===== config.mk =====
export PLATFORM = sky130hd
export DESIGN_NAME = wash_phase_timer_flat
export DESIGN_NICKNAME = d
export VERILOG_FILES = /design/src/rtl/wash_phase_timer_pkg.sv /design/src/rtl/wash_phase_timer_if.sv /design/src/rtl/wash_tick_prescaler.sv /design/src/rtl/wash_phase_timer.sv /design/src/flat_wrapper.sv
export SDC_FILE = /design/constraint.sdc
export NUM_CORES = 1
export LEC_CHECK = 0
export ABC_AREA = 1
export CORE_MARGIN = 2
export CORE_UTILIZATION = 45
export CTS_CLUSTER_SIZE = 25
export DETAILED_ROUTE_END_ITERATION = 12
export PLACE_DENSITY = 0.66
export SYNTH_ARGS = -nofsm -noshare
export SYNTH_HDL_FRONTEND = slang
export SYNTH_SLANG_ARGS = --single-unit

===== constraint.sdc =====
create_clock -name clk -period 4.4 [get_ports clk]
set_clock_uncertainty 0.1 [all_clocks]
set_input_delay 0.88 -clock clk [delete_from_list [all_inputs] [get_ports clk]]
set_output_delay 0.88 -clock clk [all_outputs]
set_load 0.005 [all_outputs]

===== src/rtl/wash_phase_timer_pkg.sv =====
// Shared types and the phase-duration table for the wash phase timer.
// Durations are in seconds; the top level counts them on a prescaled tick.
package wash_timer_pkg;

  typedef enum logic [1:0] {
    PH_SOAK  = 2'b00,
    PH_WASH  = 2'b01,
    PH_RINSE = 2'b10,
    PH_SPIN  = 2'b11
  } phase_e;

  typedef enum logic [1:0] {
    M_QUICK,
    M_NORMAL,
    M_HEAVY
  } mode_e;

  typedef enum logic [1:0] {
    ST_IDLE,
    ST_RUN,
    ST_PAUSE,
    ST_DONE
  } tstate_e;

  localparam int unsigned DUR_W = 5;

  // Priority decode of {mode1, mode2, mode3}; no bits set falls back to normal.
  function automatic mode_e decode_mode(input logic [2:0] mode);
    if (mode[2])      return M_QUICK;
    else if (mode[1]) return M_NORMAL;
    else if (mode[0]) return M_HEAVY;
    else              return M_NORMAL;
  endfunction

  function automatic logic [DUR_W-1:0] phase_duration(input mode_e m, input phase_e p);
    logic [DUR_W-1:0] d;
    d = 5'd0;
    case (m)
      M_QUICK: begin
        case (p)
          PH_SOAK:  d = 5'd2;
          PH_WASH:  d = 5'd4;
          PH_RINSE: d = 5'd3;
          default:  d = 5'd2;
        endcase
      end
      M_HEAVY: begin
        case (p)
          PH_SOAK:  d = 5'd10;
          PH_WASH:  d = 5'd20;
          PH_RINSE: d = 5'd12;
          default:  d = 5'd8;
        endcase
      end
      default: begin
        case (p)
          PH_SOAK:  d = 5'd5;
          PH_WASH:  d = 5'd10;
          PH_RINSE: d = 5'd6;
          default:  d = 5'd4;
        endcase
      end
    endcase
    return d;
  endfunction

endpackage


===== src/rtl/wash_phase_timer_if.sv =====
// Timer handshake between the wash controller (master) and the phase timer (slave).
interface wash_phase_timer_if #(
  parameter int unsigned CNT_W = 8
);
  logic             timer_enable;
  logic [1:0]       phase_sel;
  logic [2:0]       mode;
  logic             pause;
  logic             clear;
  logic             timer_done;
  logic [CNT_W-1:0] remaining;
  logic             busy;

  modport master (
    output timer_enable, phase_sel, mode, pause, clear,
    input  timer_done, remaining, busy
  );

  modport slave (
    input  timer_enable, phase_sel, mode, pause, clear,
    output timer_done, remaining, busy
  );
endinterface


===== src/rtl/wash_tick_prescaler.sv =====
// Divides clk down to a one-cycle tick every CLK_DIV enabled cycles.
// clr has priority over en and restarts the count from zero.
module wash_tick_prescaler #(
  parameter int unsigned CLK_DIV = 1000
) (
  input  logic clk,
  input  logic rst_n,
  input  logic en,
  input  logic clr,
  output logic tick
);
  localparam int unsigned PW = (CLK_DIV > 1) ? $clog2(CLK_DIV) : 1;

  logic [PW-1:0] presc_q, presc_d;
  logic          wrap;

  assign wrap = (presc_q == PW'(CLK_DIV - 1));

  always_comb begin
    presc_d = presc_q;
    if (clr)     presc_d = '0;
    else if (en) presc_d = wrap ? '0 : presc_q + PW'(1);
  end

  always_ff @(posedge clk or negedge rst_n) begin
    if (!rst_n) presc_q <= '0;
    else        presc_q <= presc_d;
  end

  assign tick = en && !clr && wrap;

endmodule


===== src/rtl/wash_phase_timer.sv =====
// Phase duration timer: loads a mode/phase duration, counts it down in seconds,
// pauses on lid-open and reports a done level gated against the current phase.
module wash_phase_timer
  import wash_timer_pkg::*;
#(
  parameter int unsigned CLK_DIV = 1000,
  parameter int unsigned CNT_W   = 8
) (
  input logic               clk,
  input logic               rst_n,
  wash_phase_timer_if.slave tif
);

  tstate_e          state_q;
  phase_e           phase_q;
  logic [CNT_W-1:0] remaining_q;
  logic             busy_q;

  logic abort, load, count_en, tick;

  assign abort    = tif.clear || !tif.timer_enable;
  // A phase change reloads from any state, so a new phase always restarts cleanly.
  assign load     = !abort && ((state_q == ST_IDLE) || (tif.phase_sel != phase_q));
  assign count_en = !abort && !load && (state_q == ST_RUN) && !tif.pause;

  wash_tick_prescaler #(
    .CLK_DIV (CLK_DIV)
  ) u_presc (
    .clk   (clk),
    .rst_n (rst_n),
    .en    (count_en),
    .clr   (abort || load),
    .tick  (tick)
  );

  always_ff @(posedge clk or negedge rst_n) begin
    if (!rst_n) begin
      state_q     <= ST_IDLE;
      phase_q     <= PH_SOAK;
      remaining_q <= '0;
      busy_q      <= 1'b0;
    end else if (abort) begin
      state_q     <= ST_IDLE;
      remaining_q <= '0;
      busy_q      <= 1'b0;
    end else if (load) begin
      state_q     <= ST_RUN;
      phase_q     <= phase_e'(tif.phase_sel);
      remaining_q <= CNT_W'(phase_duration(decode_mode(tif.mode), phase_e'(tif.phase_sel)));
      busy_q      <= 1'b1;
    end else begin
      case (state_q)
        ST_RUN: begin
          if (tif.pause) begin
            state_q <= ST_PAUSE;
          end else if (tick) begin
            remaining_q <= remaining_q - CNT_W'(1);
            if (remaining_q == CNT_W'(1)) begin
              state_q <= ST_DONE;
              busy_q  <= 1'b0;
            end
          end
        end
        // The resume edge only changes state; counting restarts on the edge after.
        ST_PAUSE: begin
          if (!tif.pause) state_q <= ST_RUN;
        end
        ST_DONE: begin
          remaining_q <= '0;
        end
        default: begin
          state_q <= ST_IDLE;
        end
      endcase
    end
  end

  assign tif.remaining  = remaining_q;
  assign tif.busy       = busy_q;
  // Comparing against phase_q drops done as soon as the controller advances.
  assign tif.timer_done = (state_q == ST_DONE) && tif.timer_enable && (tif.phase_sel == phase_q);

endmodule


===== src/flat_wrapper.sv =====
// flat-port wrapper written by rule: the top's interface ports become plain ports
module wash_phase_timer_flat import wash_timer_pkg::*;
#(
  parameter int unsigned CLK_DIV = 1000,
  parameter int unsigned CNT_W   = 8
)
  (clk, rst_n, tif_timer_enable, tif_phase_sel, tif_mode, tif_pause, tif_clear, tif_timer_done, tif_remaining, tif_busy);
  wash_phase_timer_if #(.CNT_W(CNT_W)) tif_i ();
  input logic clk;
  input logic rst_n;
  input wire logic [$bits(tif_i.timer_enable)-1:0] tif_timer_enable;
  input wire logic [$bits(tif_i.phase_sel)-1:0] tif_phase_sel;
  input wire logic [$bits(tif_i.mode)-1:0] tif_mode;
  input wire logic [$bits(tif_i.pause)-1:0] tif_pause;
  input wire logic [$bits(tif_i.clear)-1:0] tif_clear;
  output wire logic [$bits(tif_i.timer_done)-1:0] tif_timer_done;
  output wire logic [$bits(tif_i.remaining)-1:0] tif_remaining;
  output wire logic [$bits(tif_i.busy)-1:0] tif_busy;
  assign tif_i.timer_enable = tif_timer_enable;
  assign tif_i.phase_sel = tif_phase_sel;
  assign tif_i.mode = tif_mode;
  assign tif_i.pause = tif_pause;
  assign tif_i.clear = tif_clear;
  assign tif_timer_done = tif_i.timer_done;
  assign tif_remaining = tif_i.remaining;
  assign tif_busy = tif_i.busy;
  wash_phase_timer #(.CLK_DIV(CLK_DIV), .CNT_W(CNT_W)) u_core (.clk(clk), .rst_n(rst_n), .tif(tif_i));
endmodule

==> impl_metrics.yaml <==
yosys:
  syn_inst: 249
  ys_types: 23
  seq_area_frac_synth: 0.329
  synth_nets: 270
  syn_area_mm2: 0.00175
  avgSynthCellArea_um2: 7.02
  synth_seq_cells: 23
  yosys_warnings: 0
detailed_routing:
  drc: 0
  vias: 1565
  totalWireLength_mm: 3.68
  dr.pass1.iters: 4
  drt_iter0_drc: 68
  post_drt_wl_per_cell_um: 11.5
  drtAntennaViolNets: 0
  viasPerCell: 4.89
placement:
  pre_cts_ws_ns: 1.01
  dp.cells: 316
  hpwl_mm: 2.81
  port_buffers: 19
  place_congestion: 0.863
timing:
  hold_viol: 0
  tns_ns: 0
  period_minus_slack_ns: 3.38
  worst_pin_slew_ns: 1.09
  setup_slack_ns: 1.02
  post-route-period-util: 0.767
  rsz0062_at_grt: "no"
  slew_viol_final: 0
  relSlewSlack: 0.269
  clock.fmax_mhz: 296
  setup_viol: 0
final_layout:
  final_cell_mix: "75 x nand2_1, 38 x inv_1, 31 x nand3_1"
  synthToLayoutAreaGrowth_pct: 16.9
  nNetsFinal: 294
  final_cells: 320
  num_antenna_cells: 0
  fillCellCount: 375
  final_common_cell: "nand2_1"
  drive_above_1_share: 0.0662
floorplan:
  die_x_um: 66.3
  die_h_um: 66.3
  die-area_mm2: 0.00440
  top_level_ports: 20
  core_mm2: 0.00369
  initial_core_util: 0.474
  rows: 22
critical_path:
  path_cells: "clkdlybuf4s50_1 > inv_1 > nand2_1 > nand2_2 > nor4_1 > clkdlybuf4s50_1"
  critPathMostFrequentCell: "clkdlybuf4s50_1"
  critical_path_class: "in2out"
  worstPathMaxFanout: 5
  start_kind: "input pin"
  r2r_cells: 10
  critPathSlowestCell: "clkdlybuf4s50_1"
  cp.required_ns: 3.42
  crit_buf_inv: 3
  cp_num_cells: 6
  crit_family: "buffers and inverters"
  crit_path_end_kind: "output port"
  slowest_delay_ns: 0.54
  worstPathArrival_ns: 2.40
worst_hold_path:
  worstHoldPathType: "reg2reg"
  worst_hold_path.num_cells: 1
cts:
  cts.htree.levels: 1
  cts_num_sinks: 23
  cts_tree: "yes"
  max-clock-path-buffers: 2
  cts_setup_buffers: 0
  cts.clk_slew.worst_paths_ns: 0.08
  clock_latency_ns: 0.27
  root_buffer: "clkbuf_8"
  cts_hold_buf: 0
  cts_made_buffers: 3
  ctsResizeCount: 0
grt:
  globalRoute.busiestLayer: "met2"
  use_met2: 0.340
  met1_usage: 0.250
  overflow: 0
  antenna_found_initial: 0
  grt_max_degree: 24
  grt.total_usage: 0.193
  grt_pass1_wl_mm: 6.69
  grt_util_met3: 0.0221
  grt_pass1_vias: 1490
job:
  maxCapViolCount: 0
pwr:
  p_leak_nw: 1.07
  p_per_area_mw_per_mm2: 228
  ir_drop_mv: 0.105
run_status:
  status: "complete, no violations"
[final timing paths]
check                           slack [ns]                               endpoint                             startpoint
worst max-delay path                  1.02                         tif_timer_done                       tif_phase_sel[1]
worst min-delay path                  0.41  u_core.u_presc.presc_q[0]$_DFFE_PN0P_  u_core.u_presc.presc_q[0]$_DFFE_PN0P_
worst max register to register        2.53    u_core.tif.remaining[7]$_DFFE_PN0P_          u_core.state_q[1]$_DFFE_PN0P_
worst min register to register        0.41  u_core.u_presc.presc_q[0]$_DFFE_PN0P_  u_core.u_presc.presc_q[0]$_DFFE_PN0P_
max in group asynchronous             2.45  u_core.u_presc.presc_q[1]$_DFFE_PN0P_                                  rst_n
min in group asynchronous             1.10          u_core.phase_q[1]$_DFFE_PN0P_                                  rst_n
[registers in the layout (all words and copies together) (netlist names)]
| name | count |
|---|---|
| u_core.tif.busy | 1 |
| u_core.tif.remaining | 8 |
| u_core.phase_q | 2 |
| u_core.u_presc.presc_q | 10 |
| u_core.state_q | 2 |
[synthesized netlist by cell type, drive strengths merged]
cell	number	area share
ha	11	0.079
nor2	23	0.072
nand2	82	0.19
nand3	32	0.099
o21ai	15	0.043
nor4	1	0.0036
dfrtp	23	0.33
o22ai	4	0.014
nand4	1	0.0072
a21oi	3	0.015
nand3b	1	0.0043
inv	40	0.086
nor3	4	0.011
xor2	8	0.040
o21bai	1	0.0043
[worst register-to-register path, cell delays in order (launching register included)]
cell and delay, ns:
dfrtp_1 0.43, inv_1 0.10, ha_1 0.14, inv_1 0.08, nor2_1 0.23, inv_1 0.19, nor2_8 0.19, nand2_4 0.11
nand2_4 0.12, nand2_1 0.06, nand2_1 0.05
[area by class of cell]
cell class | count | area [um2] | area share
clock buffers | 4 | 45.0 | 0.0220
well taps | 48 | 60.1 | 0.0294
flip-flops and latches | 23 | 576 | 0.282
inverters | 40 | 150 | 0.0735
repair buffers | 19 | 190 | 0.0931
multi-input cells | 186 | 1020 | 0.500
[metrics by stage]
step,instance area [um2],hold slack (ns),total power (W),utilization
floorplan,1750,0.368,0.000297,-
global placement,2000,0.405,0.000335,0.542
detailed placement,2000,0.404,0.000335,0.542
CTS,2040,0.417,0.000469,0.554
global route,2040,0.453,0.000492,0.554
finish,2040,0.415,0.000466,0.554
[layer usage]
metal | part of all wire | up-vias
met5 | 0 | -
met2 | 0.49 | 15
met3 | 0.020 | 5
li1 | - | 828
met4 | 0.011 | 0
met1 | 0.48 | 717
[power breakdown]
group / internal [W] / total [W] / switching (W)
logic: 0.0000423 / 0.000102 / 0.0000593
registers: 0.000220 / 0.000228 / 0.00000898
clock network: 0.0000648 / 0.000136 / 0.0000709
[cell families after synthesis]
| kind of cell | Yosys count | synth area share |
|---|---|---|
| flops | 23 | 0.329 |
| xor+xnor | 8 | 0.0401 |
| buf+inv | 40 | 0.0859 |
| fa+ha+maj | 11 | 0.0787 |
| compound gates | 23 | 0.0766 |
| simple gates | 144 | 0.389 |
Power figures use the tool's default switching activity.
